**config.mk**
```make
export PLATFORM = sky130hd
export DESIGN_NAME = rx_frame_buffer
export DESIGN_NICKNAME = d
export VERILOG_FILES = /design/src/rtl/rx_frame_buffer.sv
export SDC_FILE = /design/constraint.sdc
export NUM_CORES = 2
export LEC_CHECK = 0
export ABC_AREA = 1
export BUFFER_PORTS_ARGS = -buffer_cell sky130_fd_sc_hd__buf_2
export CAP_MARGIN = 25
export CELL_PAD_IN_SITES_DETAIL_PLACEMENT = 1
export CELL_PAD_IN_SITES_GLOBAL_PLACEMENT = 1
export CORE_UTILIZATION = 47
export DETAILED_ROUTE_END_ITERATION = 6
export PLACE_DENSITY_LB_ADDON = 0.1
export SLEW_MARGIN = 20
export SYNTH_ARGS = -nofsm -noshare
export SYNTH_HDL_FRONTEND = slang
export SYNTH_MEMORY_MAX_BITS = 65536
export SYNTH_SLANG_ARGS = --single-unit
```
**constraint.sdc**
```tcl
create_clock -name netclk -period 4.3 [get_ports netclk]
set_input_delay 0.215 -clock netclk [delete_from_list [all_inputs] [get_ports netclk]]
set_output_delay 0.215 -clock netclk [all_outputs]
set_load 0.05 [all_outputs]
```
**src/rtl/rx_frame_buffer.sv**
```systemverilog
// Receive frame store: buffers deframer bytes in a circular RAM, commits frames
// closing with good FCS into a length FIFO, and rewinds everything else.
module rx_frame_buffer #(
  parameter int ADDR_W = 9,
  parameter int LEN_AW = 2
) (
  input  logic            netclk,
  input  logic            reset_n,
  input  logic            byte_ready,
  input  logic [7:0]      din,
  input  logic            frame_complete,
  input  logic            frame_valid,
  input  logic            frame_abort,
  output logic            frame_avail,
  output logic [ADDR_W:0] frame_len,
  input  logic            rd_en,
  output logic [7:0]      rd_data,
  input  logic            frame_ack,
  output logic [7:0]      drop_count,
  output logic            overflow
);
  localparam int DEPTH  = 1 << ADDR_W;
  localparam int LDEPTH = 1 << LEN_AW;
  localparam logic [ADDR_W:0] FULL_USED = (ADDR_W+1)'(DEPTH);
  localparam logic [ADDR_W:0] MIN_LEN   = (ADDR_W+1)'(3);
  localparam logic [ADDR_W:0] FCS_LEN   = (ADDR_W+1)'(2);
  localparam logic [LEN_AW:0] LF_FULL   = (LEN_AW+1)'(LDEPTH);

  logic            r_byte_q, r_cmp_q, r_abt_q;
  logic [ADDR_W:0] r_wr_ptr, r_commit_ptr, r_rd_ptr, r_rd_base, r_cur_len;
  logic            r_ovf, r_overflow, r_frame_avail, r_ack_q;
  logic [ADDR_W:0] r_frame_len;
  logic [7:0]      r_drop_count, r_rd_data;
  logic [LEN_AW:0] r_lf_wr, r_lf_rd;
  logic [ADDR_W:0] r_len_mem [LDEPTH];
  logic [7:0]      r_mem [DEPTH];

  logic            w_byte_ev, w_cmp_ev, w_abt_ev;
  logic [ADDR_W:0] w_used, w_rd_off, w_len_eff, w_lf_head;
  logic            w_full, w_byte_wr, w_byte_drop, w_ovf_eff;
  logic            w_close, w_idle_close, w_lf_full, w_lf_empty;
  logic            w_commit, w_discard, w_host_ok, w_ack, w_rd;

  assign w_byte_ev = byte_ready & ~r_byte_q;
  assign w_cmp_ev  = frame_complete & ~r_cmp_q;
  assign w_abt_ev  = frame_abort & ~r_abt_q;

  // Space is measured against rd_base, so the head frame stays protected until acked.
  assign w_used      = r_wr_ptr - r_rd_base;
  assign w_full      = (w_used == FULL_USED);
  assign w_byte_wr   = w_byte_ev & ~w_full & ~r_ovf;
  assign w_byte_drop = w_byte_ev & ~w_byte_wr;
  assign w_len_eff   = r_cur_len + {{ADDR_W{1'b0}}, w_byte_wr};
  assign w_ovf_eff   = r_ovf | w_byte_drop;

  assign w_lf_empty = (r_lf_wr == r_lf_rd);
  assign w_lf_full  = ((r_lf_wr - r_lf_rd) == LF_FULL);
  assign w_lf_head  = r_len_mem[r_lf_rd[LEN_AW-1:0]];

  // A flag with nothing stored and nothing lost is a back-to-back flag: ignore it.
  assign w_close      = w_cmp_ev | w_abt_ev;
  assign w_idle_close = (w_len_eff == '0) & ~w_ovf_eff;
  assign w_commit     = w_close & ~w_idle_close & ~w_abt_ev & frame_valid & ~w_ovf_eff
                      & (w_len_eff >= MIN_LEN) & ~w_lf_full;
  assign w_discard    = w_close & ~w_idle_close & ~w_commit;

  // Host ops pause for the one cycle in which frame_len still shows the acked frame.
  assign w_host_ok = r_frame_avail & ~r_ack_q;
  assign w_ack     = frame_ack & w_host_ok;
  assign w_rd_off  = r_rd_ptr - r_rd_base;
  assign w_rd      = rd_en & w_host_ok & ~w_ack & (w_rd_off < r_frame_len);

  // NOTE: every register in a clocked block uses <= so all of them update from
  // the same pre-edge values, regardless of statement order.
  always_ff @(posedge netclk or negedge reset_n) begin
    if (!reset_n) begin
      r_byte_q      <= 1'b0;
      r_cmp_q       <= 1'b0;
      r_abt_q       <= 1'b0;
      r_wr_ptr      <= '0;
      r_commit_ptr  <= '0;
      r_rd_ptr      <= '0;
      r_rd_base     <= '0;
      r_cur_len     <= '0;
      r_ovf         <= 1'b0;
      r_overflow    <= 1'b0;
      r_frame_avail <= 1'b0;
      r_frame_len   <= '0;
      r_ack_q       <= 1'b0;
      r_drop_count  <= '0;
      r_rd_data     <= '0;
      r_lf_wr       <= '0;
      r_lf_rd       <= '0;
    end else begin
      r_byte_q <= byte_ready;
      r_cmp_q  <= frame_complete;
      r_abt_q  <= frame_abort;

      if (w_discard)      r_wr_ptr <= r_commit_ptr;
      else if (w_byte_wr) r_wr_ptr <= r_wr_ptr + 1'b1;

      if (w_close && !w_idle_close) begin
        r_cur_len <= '0;
        r_ovf     <= 1'b0;
      end else begin
        r_cur_len <= w_len_eff;
        r_ovf     <= w_ovf_eff;
      end
      if (w_byte_drop) r_overflow <= 1'b1;

      if (w_commit) begin
        r_commit_ptr <= r_wr_ptr + {{ADDR_W{1'b0}}, w_byte_wr};
        r_lf_wr      <= r_lf_wr + 1'b1;
      end
      if (w_discard && r_drop_count != 8'hFF) r_drop_count <= r_drop_count + 1'b1;

      if (w_ack) begin
        r_rd_base <= r_rd_base + r_frame_len + FCS_LEN;
        r_rd_ptr  <= r_rd_base + r_frame_len + FCS_LEN;
        r_lf_rd   <= r_lf_rd + 1'b1;
      end else if (w_rd) begin
        r_rd_ptr  <= r_rd_ptr + 1'b1;
        r_rd_data <= r_mem[r_rd_ptr[ADDR_W-1:0]];
      end
      r_ack_q <= w_ack;

      r_frame_avail <= ~w_lf_empty;
      r_frame_len   <= w_lf_empty ? '0 : w_lf_head;
    end
  end

  // NOTE: the byte RAM and length FIFO storage carry no reset; the pointers
  // alone define which entries are meaningful.
  always_ff @(posedge netclk) begin
    if (w_byte_wr) r_mem[r_wr_ptr[ADDR_W-1:0]] <= din;
    if (w_commit)  r_len_mem[r_lf_wr[LEN_AW-1:0]] <= w_len_eff - FCS_LEN;
  end

  assign frame_avail = r_frame_avail;
  assign frame_len   = r_frame_len;
  assign rd_data     = r_rd_data;
  assign drop_count  = r_drop_count;
  assign overflow    = r_overflow;

endmodule

```
==> summary.md <==
| Metric | Value |
|---|---|
| Post-layout min period | `4.09 ns` |
| Req. time, crit path | `4.98 ns` |
| Max Freq | `0.245 GHz` |
| DIE AREA | `0.370 mm²` |
| Site Rows | `~220` |
| Via density | `5.90` |
| Compound-Gate Fraction of Synth Area | `0.0985` |
| Crit path largest cell delay | `approximately 0.38 ns` |
| Worst hold path type | `in2reg` |
| Synth area leader | `edfxtp_1` |
| Cell area after layout | `0.199 mm²` |
| Seq/Total Area, Yosys | `0.732` |
| Drt pass-1 iters | `5` |
| Largest net degree at the start of global routing | `186` |
| Initial Util | `0.472` |
| Worst Path Arrival | `4.77 ns` |
| Slew Limit Fails | `0` |
| Worst VDD drop | `647 µV` |
| Max stage delay cell, worst path | `ha_2` |
| H-tree depth | `5` |
| Vias in the first global route | `122k` |
| Core Box Area | `0.366 mm²` |
| Final setup margin | `0.212 ns` |
| CP Class | `reg2reg` |
| Number of antenna-violating nets in the routed design | `0` |
| Die W | `608 µm` |
| Synth cell types | `46` |
| Clock transition at path regs | `0.06 ns` |
| First-pass GRT wire length | `837000 µm` |
| Area contributors post-synth | `edfxtp_1, nor2_1, o21ai_0, nand2_1, o211ai_1` |
| I/O pins | `44` |
| Layout area overhead | `15.2%` |
| DR vias | `~120k` |
| Hold Vio Cnt, Final | `0` |
| Min Hold Slack | `about 0.084 ns` |
| Dpl hpwl | `between 300000 and 400000 µm` |
| Rel. slew slack | `0.161` |
| Largest family of logic cells by synthesized area | `simple AND/OR/NAND/NOR gates` |
| Util after Layout | `0.544` |
| GRT Total Usage | `0.305` |
| Global placement routability congestion | `between 0.8 and 0.9` |
| Leakage | `67.8 nW` |
| Max Buffers Root-to-Sink | `4` |
| Mapped Nets | `14.4k` |
| Type of origin of the critical path | `register` |
| Status | `complete, no violations` |
| Port bufs | `43` |
| Crit-path max FO | `5` |
| WL final | `between 500000 and 600000 µm` |
| Routed len/inst | `28.5 µm` |
| Mux contribution to synthesized area | `0.000174` |
| Drt drc | `0` |
| Synth Area in Adders | `0.00472` |
| Fin crit share | `0.951` |
| Clk sinks | `4225` |
| Simple logic cell fraction of the synthesized area | `0.129` |
| PwrDens | `roughly 670 mW/mm²` |
| # nets final | `15.0k` |
| Synthesized area | `0.173 mm²` |
| Clock root buffer | `clkbuf_16` |
| Final setup fails | `0` |
| Mean Syn Cell Area | `between 10 and 15 µm²` |
| Worst-Margin Slew | `1.26 ns` |
| Setup Skew | `between 0.07 and 0.08 ns` |
| Placement Setup Slack | `slightly above 0.08 ns` |
| YS warnings | `0` |
| Die Ht | `608 µm` |
| Yosys top cell area share | `0.719` |
| Cts bufs inserted | `between 400 and 500` |
| Grt ovf | `0` |
| Ratio of cells with drive above 1 in the final layout | `0.117` |
| Cells after Synth | `14.4k` |
| Max_cap viols | `0` |
| Synth Area in XOR/XNOR | `0.00238` |
| Number of synthesized register bits | `between 4k and 5k` |
| Clk_lat worst skew | `slightly above 1 ns` |
| Initial antenna violation count | `27` |
| Top cell by count, worst path | `nand2_1` |
| Post-DP Area | `0.184 mm²` |
| 1st-iter DRT viols | `12.7k` |
| Type of destination of the critical path | `register` |
| CTS tree | `yes` |
| Setup Total Neg Slack | `0 ns` |
[synthesized netlist by cell type, drive strengths merged]
cell / n
o31ai: 2
nand2: 1230
fa: 2
edfxtp: 4136
nor3b: 1
a31oi: 8
o221ai: 3
inv: 248
o2111ai: 1
nand4: 23
a31o: 1
clkinv: 8
o211ai: 465
nand3b: 6
dfrtp: 89
nor3: 17
clkbuf: 495
o21bai: 4
or2: 11
a21boi: 1
nand3: 676
a22oi: 6
o21ai: 2202
xor2: 34
a21oi: 259
ha: 62
nor2: 3718
xnor2: 13
o22ai: 158
a21o: 2
buf: 475
mux2i: 3
[cell usage in the layout, fill, tap and decap left out, types with 7 or more instances in the layout]
cell and n:
buf_4 861, edfxtp_1 4136, nand4_1 19, nand3_1 667, clkinv_1 110, o21ai_0 2023
o21ai_1 179, dfrtp_1 83, dlygate4sd3_1 18, or2_2 11, bufinv_16 52, clkinv_8 10
xnor2_1 12, buf_12 141, clkbuf_1 89, ha_1 54, buf_2 34, nor3_1 15
clkinv_2 76, clkinv_4 9, inv_6 13, clkinvlp_4 19, clkbuf_16 449, inv_2 12
o22ai_1 158, a21oi_1 256, a31oi_1 8, nor2_2 7, xor2_1 33, o211ai_1 465
buf_8 9, nor2_1 3705, inv_1 230, diode_2 17, nand2_1 1220
[timing repair]
item                       CTS  global route
setup buffers                0             6
hold buffers                19             0
hold endpoints to repair   957             0
setup endpoints to repair    0           107
gates resized for setup      0            51
[worst paths after layout]
check | depth (start not counted) | slack (ns) | start | end
setup / recovery | 28 | 0.21 | r_rd_base[2] | r_len_mem[3][9]
hold / removal | 7 | 0.08 | rd_en | rd_data[4]
setup reg to reg | 28 | 0.21 | r_rd_base[2] | r_len_mem[3][9]
hold reg to reg | 2 | 0.50 | r_commit_ptr[9] | r_commit_ptr[9]
max in group asynchronous | 4 | 3.26 | reset_n | r_rd_ptr[5]
min in group asynchronous | 4 | 0.45 | reset_n | r_ack_q
[flip-flops by register name (all words and copies together), names as in the netlist, 10 cells and up]
register / count
r_cur_len: 10
r_commit_ptr: 10
frame_len: 10
r_rd_ptr: 10
r_wr_ptr: 10
r_rd_base: 10
r_mem: 4096
r_len_mem: 40
[cell type report]
cell class,instances,area [µm²]
Fill cell,36700,167000
Antenna cell,17,42.5
Tap cell,4816,6030
Clock buffer,543,11600
Timing Repair Buffer,1070,9870
Multi-Input combinational cell,8908,40900
Sequential cell,4225,126000
Clock inverter,290,3050
Inverter,256,1010
[power by group]
| part | switching (W) | internal [W] | leakage, nW |
|---|---|---|---|
| Sequential | 0.000532 | 0.0457 | 38.3 |
| Clock | 0.0166 | 0.0224 | 7.13 |
| Combinational | 0.0347 | 0.0129 | 22.4 |
| Total | 0.0518 | 0.0811 | 67.8 |
[cells by family (layout without fill, tap and decap cells)]
group,after synthesis,count (layout)
buf+inv,1226,2159
fa+ha+maj,64,64
flops,4225,4225
compound gates,3112,3112
xor+xnor,47,47
other cells,0,17
mux,3,3
simple gates,5682,5682
[through the flow]
stage | total power (W) | std cells
2_1_floorplan | 0.0740 | 14400
3_3_place_gp | 0.0929 | 19200
3_5_place_dp | 0.0940 | 19200
4_1_cts | 0.133 | 20100
5_1_grt | 0.138 | 20100
6_report | 0.133 | 20100
[worst max-delay path, delay by kind of cell, from the launching register on]
| family | cells | cell delay, ns |
|---|---|---|
| simple gates | 16 | 1.59 |
| fa+ha+maj | 3 | 0.75 |
| buf+inv | 7 | 0.62 |
| flops | 1 | 0.35 |
| xor+xnor | 1 | 0.24 |
| compound gates | 1 | 0.21 |
[per-layer routing]
metal / track usage / wire [µm] / up-vias
li1: - / - / 52400
met1: 0.423 / 242000 / 61300
met2: 0.494 / 272000 / 4180
met3: 0.0447 / 40000 / 947
met4: 0.106 / 20900 / 22
met5: 0 / 158 / -
No activity file was read; power rests on OpenSTA's default activity.
